===== src/rtl/icache_pkg.sv =====
// rtl/icache_pkg.sv - shared instruction-cache constants, refill state encoding and address helpers
package icache_pkg;

  localparam int ADDR_W     = 16;
  localparam int WORD_W     = 16;
  localparam int LINE_WORDS = 4;
  localparam int LINE_W     = WORD_W * LINE_WORDS;

  // Line-address slicing shared with the lookup side of the cache
  localparam int TAG_HI  = 15;
  localparam int TAG_LO  = 6;
  localparam int SET_HI  = 5;
  localparam int SET_LO  = 3;
  localparam int WORD_HI = 2;
  localparam int WORD_LO = 1;

  localparam int BASE_W = ADDR_W - SET_LO;
  localparam int IDX_W  = WORD_HI - WORD_LO + 1;

  typedef enum logic [1:0] {
    RS_IDLE = 2'd0,
    RS_REQ  = 2'd1,
    RS_DONE = 2'd2
  } refill_state_e;

  function automatic logic [BASE_W-1:0] line_base(input logic [ADDR_W-1:0] addr);
    return addr[ADDR_W-1:SET_LO];
  endfunction

  function automatic logic [ADDR_W-1:0] word_addr(input logic [BASE_W-1:0] base,
                                                  input logic [IDX_W-1:0]  idx);
    return {base, idx, 1'b0};
  endfunction

endpackage


===== src/rtl/icache_refill_if.sv =====
// rtl/icache_refill_if.sv - fetch-miss, memory-read and cache-write signals of the refill engine
interface icache_refill_if;
  import icache_pkg::*;

  logic              miss_req;
  logic [ADDR_W-1:0] miss_addr;
  logic              busy;
  logic              mem_rd;
  logic [ADDR_W-1:0] mem_addr;
  logic              mem_ack;
  logic [WORD_W-1:0] mem_rdata;
  logic              line_valid;
  logic [ADDR_W-1:0] line_addr;
  logic [LINE_W-1:0] line_data;

  modport master (
    output miss_req, miss_addr, mem_ack, mem_rdata,
    input  busy, mem_rd, mem_addr, line_valid, line_addr, line_data
  );

  modport slave (
    input  miss_req, miss_addr, mem_ack, mem_rdata,
    output busy, mem_rd, mem_addr, line_valid, line_addr, line_data
  );

endinterface


===== src/rtl/icache_line_buf.sv =====
// rtl/icache_line_buf.sv - four word slots written by index, read out as one concatenated line
module icache_line_buf
  import icache_pkg::*;
(
  input  logic              clk,
  input  logic              rst,
  input  logic              we_i,
  input  logic [IDX_W-1:0]  idx_i,
  input  logic [WORD_W-1:0] wdata_i,
  output logic [LINE_W-1:0] line_o
);

  logic [WORD_W-1:0] slot_q [LINE_WORDS];

  always_ff @(posedge clk or posedge rst) begin
    if (rst) begin
      for (int i = 0; i < LINE_WORDS; i++) begin
        slot_q[i] <= '0;
      end
    end else if (we_i) begin
      slot_q[idx_i] <= wdata_i;
    end
  end

  for (genvar k = 0; k < LINE_WORDS; k++) begin : g_line
    assign line_o[k*WORD_W +: WORD_W] = slot_q[k];
  end

endmodule


===== src/rtl/icache_refill.sv =====
// rtl/icache_refill.sv - miss-side line refill engine; ICACHE_REFILL_CWF_EN selects critical-word-first order
module icache_refill
  import icache_pkg::*;
(
  input  logic            clk,
  input  logic            rst,
  icache_refill_if.slave  bus
);

  refill_state_e     state_q, state_d;
  logic [BASE_W-1:0] base_q, base_d;
  logic [IDX_W-1:0]  idx_q, idx_d;
  logic [IDX_W-1:0]  cnt_q, cnt_d;
  logic              mem_rd_q, mem_rd_d;
  logic [ADDR_W-1:0] mem_addr_q, mem_addr_d;
  logic              line_valid_q, line_valid_d;
  logic [ADDR_W-1:0] line_addr_q, line_addr_d;

  logic [IDX_W-1:0]  start_idx;
  logic [IDX_W-1:0]  idx_inc;
  logic              word_ack;
  logic              buf_we;
  logic              unused_addr_bits;

`ifdef ICACHE_REFILL_CWF_EN
  assign start_idx = bus.miss_addr[WORD_HI:WORD_LO];
`else
  assign start_idx = '0;
`endif

  assign unused_addr_bits = ^bus.miss_addr[SET_LO-1:0];

  assign idx_inc  = idx_q + 2'd1;
  assign word_ack = (state_q == RS_REQ) && mem_rd_q && bus.mem_ack;

  always_comb begin
    state_d      = state_q;
    base_d       = base_q;
    idx_d        = idx_q;
    cnt_d        = cnt_q;
    mem_rd_d     = mem_rd_q;
    mem_addr_d   = mem_addr_q;
    line_valid_d = 1'b0;
    line_addr_d  = line_addr_q;
    buf_we       = 1'b0;

    unique case (state_q)
      RS_IDLE: begin
        if (bus.miss_req) begin
          state_d     = RS_REQ;
          base_d      = line_base(bus.miss_addr);
          idx_d       = start_idx;
          cnt_d       = '0;
          mem_rd_d    = 1'b1;
          mem_addr_d  = word_addr(line_base(bus.miss_addr), start_idx);
          line_addr_d = {line_base(bus.miss_addr), {SET_LO{1'b0}}};
        end
      end

      RS_REQ: begin
        // Slot placement follows idx, so wrapped fetch orders still land in line order
        if (word_ack) begin
          buf_we     = 1'b1;
          idx_d      = idx_inc;
          cnt_d      = cnt_q + 2'd1;
          mem_addr_d = word_addr(base_q, idx_inc);
          if (cnt_q == 2'(LINE_WORDS - 1)) begin
            state_d      = RS_DONE;
            mem_rd_d     = 1'b0;
            line_valid_d = 1'b1;
          end
        end
      end

      RS_DONE: begin
        state_d = RS_IDLE;
      end

      default: begin
        state_d  = RS_IDLE;
        mem_rd_d = 1'b0;
      end
    endcase
  end

  always_ff @(posedge clk or posedge rst) begin
    if (rst) begin
      state_q      <= RS_IDLE;
      base_q       <= '0;
      idx_q        <= '0;
      cnt_q        <= '0;
      mem_rd_q     <= 1'b0;
      mem_addr_q   <= '0;
      line_valid_q <= 1'b0;
      line_addr_q  <= '0;
    end else begin
      state_q      <= state_d;
      base_q       <= base_d;
      idx_q        <= idx_d;
      cnt_q        <= cnt_d;
      mem_rd_q     <= mem_rd_d;
      mem_addr_q   <= mem_addr_d;
      line_valid_q <= line_valid_d;
      line_addr_q  <= line_addr_d;
    end
  end

  icache_line_buf u_line_buf (
    .clk     (clk),
    .rst     (rst),
    .we_i    (buf_we),
    .idx_i   (idx_q),
    .wdata_i (bus.mem_rdata),
    .line_o  (bus.line_data)
  );

  assign bus.busy       = (state_q != RS_IDLE);
  assign bus.mem_rd     = mem_rd_q;
  assign bus.mem_addr   = mem_addr_q;
  assign bus.line_valid = line_valid_q;
  assign bus.line_addr  = line_addr_q;

endmodule


===== src/flat_wrapper.sv =====
// flat-port wrapper written by rule: the top's interface ports become plain ports
module icache_refill_flat import icache_pkg::*;
  (clk, rst, bus_miss_req, bus_miss_addr, bus_mem_ack, bus_mem_rdata, bus_busy, bus_mem_rd, bus_mem_addr, bus_line_valid, bus_line_addr, bus_line_data);
  icache_refill_if bus_i ();
  input  logic clk;
  input  logic rst;
  input wire logic [$bits(bus_i.miss_req)-1:0] bus_miss_req;
  input wire logic [$bits(bus_i.miss_addr)-1:0] bus_miss_addr;
  input wire logic [$bits(bus_i.mem_ack)-1:0] bus_mem_ack;
  input wire logic [$bits(bus_i.mem_rdata)-1:0] bus_mem_rdata;
  output wire logic [$bits(bus_i.busy)-1:0] bus_busy;
  output wire logic [$bits(bus_i.mem_rd)-1:0] bus_mem_rd;
  output wire logic [$bits(bus_i.mem_addr)-1:0] bus_mem_addr;
  output wire logic [$bits(bus_i.line_valid)-1:0] bus_line_valid;
  output wire logic [$bits(bus_i.line_addr)-1:0] bus_line_addr;
  output wire logic [$bits(bus_i.line_data)-1:0] bus_line_data;
  assign bus_i.miss_req = bus_miss_req;
  assign bus_i.miss_addr = bus_miss_addr;
  assign bus_i.mem_ack = bus_mem_ack;
  assign bus_i.mem_rdata = bus_mem_rdata;
  assign bus_busy = bus_i.busy;
  assign bus_mem_rd = bus_i.mem_rd;
  assign bus_mem_addr = bus_i.mem_addr;
  assign bus_line_valid = bus_i.line_valid;
  assign bus_line_addr = bus_i.line_addr;
  assign bus_line_data = bus_i.line_data;
  icache_refill u_core (.clk(clk), .rst(rst), .bus(bus_i));
endmodule

===== config.mk =====
export PLATFORM = sky130hd
export DESIGN_NAME = icache_refill_flat
export DESIGN_NICKNAME = d
export VERILOG_FILES = /design/src/rtl/icache_pkg.sv /design/src/rtl/icache_refill_if.sv /design/src/rtl/icache_line_buf.sv /design/src/rtl/icache_refill.sv /design/src/flat_wrapper.sv
export SDC_FILE = /design/constraint.sdc
export NUM_CORES = 1
export LEC_CHECK = 0
export BUFFER_PORTS_ARGS = -buffer_cell sky130_fd_sc_hd__buf_2
export CORE_ASPECT_RATIO = 1.1
export CORE_MARGIN = 2
export CORE_UTILIZATION = 40
export CTS_CLUSTER_DIAMETER = 120
export CTS_CLUSTER_SIZE = 12
export DETAILED_ROUTE_END_ITERATION = 7
export PLACE_DENSITY = 0.66
export REMOVE_ABC_BUFFERS = 1
export SKIP_CTS_REPAIR_TIMING = 1
export SYNTH_ARGS = -nofsm -noshare
export SYNTH_HDL_FRONTEND = slang
export SYNTH_SLANG_ARGS = --single-unit

===== constraint.sdc =====
create_clock -name clk -period 4.4 [get_ports clk]
set_clock_uncertainty 0.1 [all_clocks]
set_input_delay 0 -clock clk [delete_from_list [all_inputs] [get_ports clk]]
set_output_delay 0 -clock clk [all_outputs]
set_load 0.01 [all_outputs]

==> flow_metrics.tcl <==
set metrics [dict create \
    syn_area_per_cell_um2 15.9 \
    drive_above_1_share_pct 60.8 \
    endpoint_kind "register" \
    rsz0062_at_grt "false" \
    grt_pass1_wl_um 12700 \
    synth_warnings 0 \
    tightest_slew_ns 0.876 \
    portBuffers 127 \
    clockRootBuffer "clkbuf_8" \
    layout.nets 452 \
    clock_latency_ns 0.37 \
    antenna_found_initial 0 \
    globalRouteOverflowTotal 0 \
    grt_max_degree 59 \
    pin_count 135 \
    fin_util_pct 53.0 \
    htreeDepth 3 \
    ant_nets 0 \
    ff2ff_path_depth 4 \
    routedWlPerCell_um 15.2 \
    synth_top_area_cell "dfrtp_1" \
    path_cells "nor3b_2 -> buf_4 -> or2_1 -> mux2_2" \
    max-vdd-ir-drop_v 0.000299 \
    dpl_cell_area_um2 4690 \
    synthFlopType "dfrtp_1" \
    antenna_cells 0 \
    initial_core_util_pct 40.8 \
    synth.most_common_cell "dfrtp_1" \
    r2r-end "u_core.bus.mem_addr[7]" \
    cts_tree "built" \
    fin_crit_sh_pct 51.7 \
    synth_top_area_share_pct 61.3 \
    max-slew-margin-rel_pct 41.6 \
    synth.top_cells.by_area "dfrtp_1, mux2_2, mux2_4" \
    drc_errors 0 \
    die_w_um 99.3 \
    cp_slowest_stage_delay_ns 0.71 \
    hold_viol 0 \
    pwr_density_cell_nw_per_um2 725 \
    tns_ns 0 \
    status "complete, no violations" \
    dp_hpwl_um 5450 \
    num_vias 2598 \
    period_needed_ns 2.27 \
    p_leak_nw 2.53 \
    die_y_um 109 \
    gp_congestion 0.722 \
    crit_path_max_fanout 17 \
    synth_edf_count 0 \
    start_kind "register" \
    viasPerCell 4.85 \
    hold_class "in2async" \
    syn_inst 251 \
    finalMaxSlewViolations 0 \
    num_rows 38 \
    grtUsageTotal_pct 15.2 \
    grt_pass1_vias 2539 \
    stdcell_area_um2 5190 \
    r2r_start "u_core.state_q[0]" \
    ys_seq_area_share_pct 61.3 \
    dieArea_um2 10800 \
    required_ns 4.56 \
    maxCapViolCount 0 \
    crit_type "reg2reg" \
    synth_seq_cells 98 \
    n_fill_cell 829 \
    cts_buffer_depth 2 \
    area_growth_pct 29.8 \
    clk_pin_slew_worst_paths_ns 0.09 \
    fmax_mhz 440 \
    cts_made_buffers 9 \
    cp.arrival_ns 2.43 \
    firstDrtPassIters 4 \
    wirelength_um 8130 \
    synth_commonest_cells "dfrtp_1, mux2_2, mux2_4" \
    cts_sinks 98 \
    worst_path_max_delay_cell "or2_1" \
    ys_types 25 \
    synthArstFlopShare_pct 100 \
    setup_viol 0 \
    syn_area_um2 4000 \
    first_iter_violations 63 \
    core-area_um2 9790 \
    rrSetupSlack_ns 2.13 \
]
## worst max-delay path, delay by kind of cell (launching register included)
family                 cells  cell delay [ns]
buffers and inverters      1             0.25
muxes                      1             0.41
DFF                        1             0.47
and+or+nand+nor            2             0.92
## through the flow
step	hold slack, ns	cells	total power (W)	setup WS, ns
finish	0.206	536	0.00376	2.13
global placement	0.0698	488	0.00318	2.12
floorplan	0.0506	239	0.00258	1.74
global route	0.255	536	0.00402	2.01
detailed placement	0.0716	488	0.00323	2.10
CTS	-0.335	504	0.00379	2.07
## metal layers
layer	GRT usage (%)	vias to the layer above	wire (um)
li1	-	1191	-
met1	19.6	1294	3670
met2	23.6	101	3690
met3	5.58	12	637
met4	5.87	0	125
met5	0	-	0
## sequential cells by signal (all words and copies together), names as in the netlist
| register | flops |
|---|---|
| u_core.bus.line_addr | 13 |
| u_core.idx_q | 1 |
| u_core.bus.mem_rd | 1 |
| u_core.bus.mem_addr | 14 |
| u_core.bus.line_valid | 1 |
| u_core.u_line_buf.line_o | 64 |
| u_core.cnt_q | 2 |
| u_core.state_q | 2 |
## layout by cell type, fill, tap and decap left out
cell,netlist,routed
mux2i_1,2,2
ha_1,5,5
a21oi_1,1,1
inv_1,5,4
nand2b_1,1,1
dfrtp_1,98,98
nand2_2,4,4
buf_4,5,2
inv_4,0,1
nor3b_2,1,1
buf_2,5,127
or2_2,1,1
clkbuf_8,0,9
o21ai_0,3,3
clkbuf_1,1,4
nor2_1,2,2
nand4_1,3,3
mux2_4,6,6
or2_1,1,1
a31o_2,1,1
and4b_4,1,1
nand3_1,2,2
mux2_2,97,97
conb_1,1,4
bufinv_16,0,1
nand2_1,1,1
clkinv_2,0,2
dlygate4sd3_1,0,32
## layout make-up
| cell class | count | area, um2 | share of cell area [%] |
|---|---|---|---|
| repair buffers | 161 | 971 | 18.7 |
| well taps | 120 | 150 | 2.89 |
| clock inverters | 3 | 40.0 | 0.771 |
| clock buffers | 13 | 139 | 2.67 |
| inverters | 5 | 21.3 | 0.410 |
| multi-input cells | 136 | 1420 | 27.3 |
| flip-flops and latches | 98 | 2450 | 47.2 |
## kinds of logic after synthesis
family                     count (synthesis)  share of synthesized area [%]
muxes                                    105                           30.1
AOI/OAI and AO/OA                          5                          0.719
and+or+nand+nor                           17                           2.75
other                                      1                         0.0938
DFF                                       98                           61.3
adders and majority gates                  5                           1.56
buffers and inverters                     20                           3.47
## report_power, final
| part | switching [W] | internal (W) | total [W] |
|---|---|---|---|
| registers | 0.000245 | 0.00135 | 0.00160 |
| clock network | 0.000296 | 0.000262 | 0.000559 |
| logic | 0.000726 | 0.000882 | 0.00161 |
| total | 0.00127 | 0.00250 | 0.00376 |
## worst max path at each step
stage / from / to / slack, ns / cells past startpoint
2_1_floorplan: rst / u_core.bus.line_addr[10] / 1.74 / 1
3_3_place_gp: u_core.state_q[0] / u_core.bus.mem_addr[4] / 2.12 / 4
3_5_place_dp: u_core.state_q[0] / u_core.bus.mem_addr[4] / 2.10 / 4
4_1_cts: u_core.state_q[0] / u_core.bus.mem_addr[7] / 2.07 / 4
5_1_grt: u_core.state_q[0] / u_core.bus.mem_addr[10] / 2.01 / 4
6_report: u_core.state_q[0] / u_core.bus.mem_addr[7] / 2.13 / 4
Power figures use the tool's default switching activity.
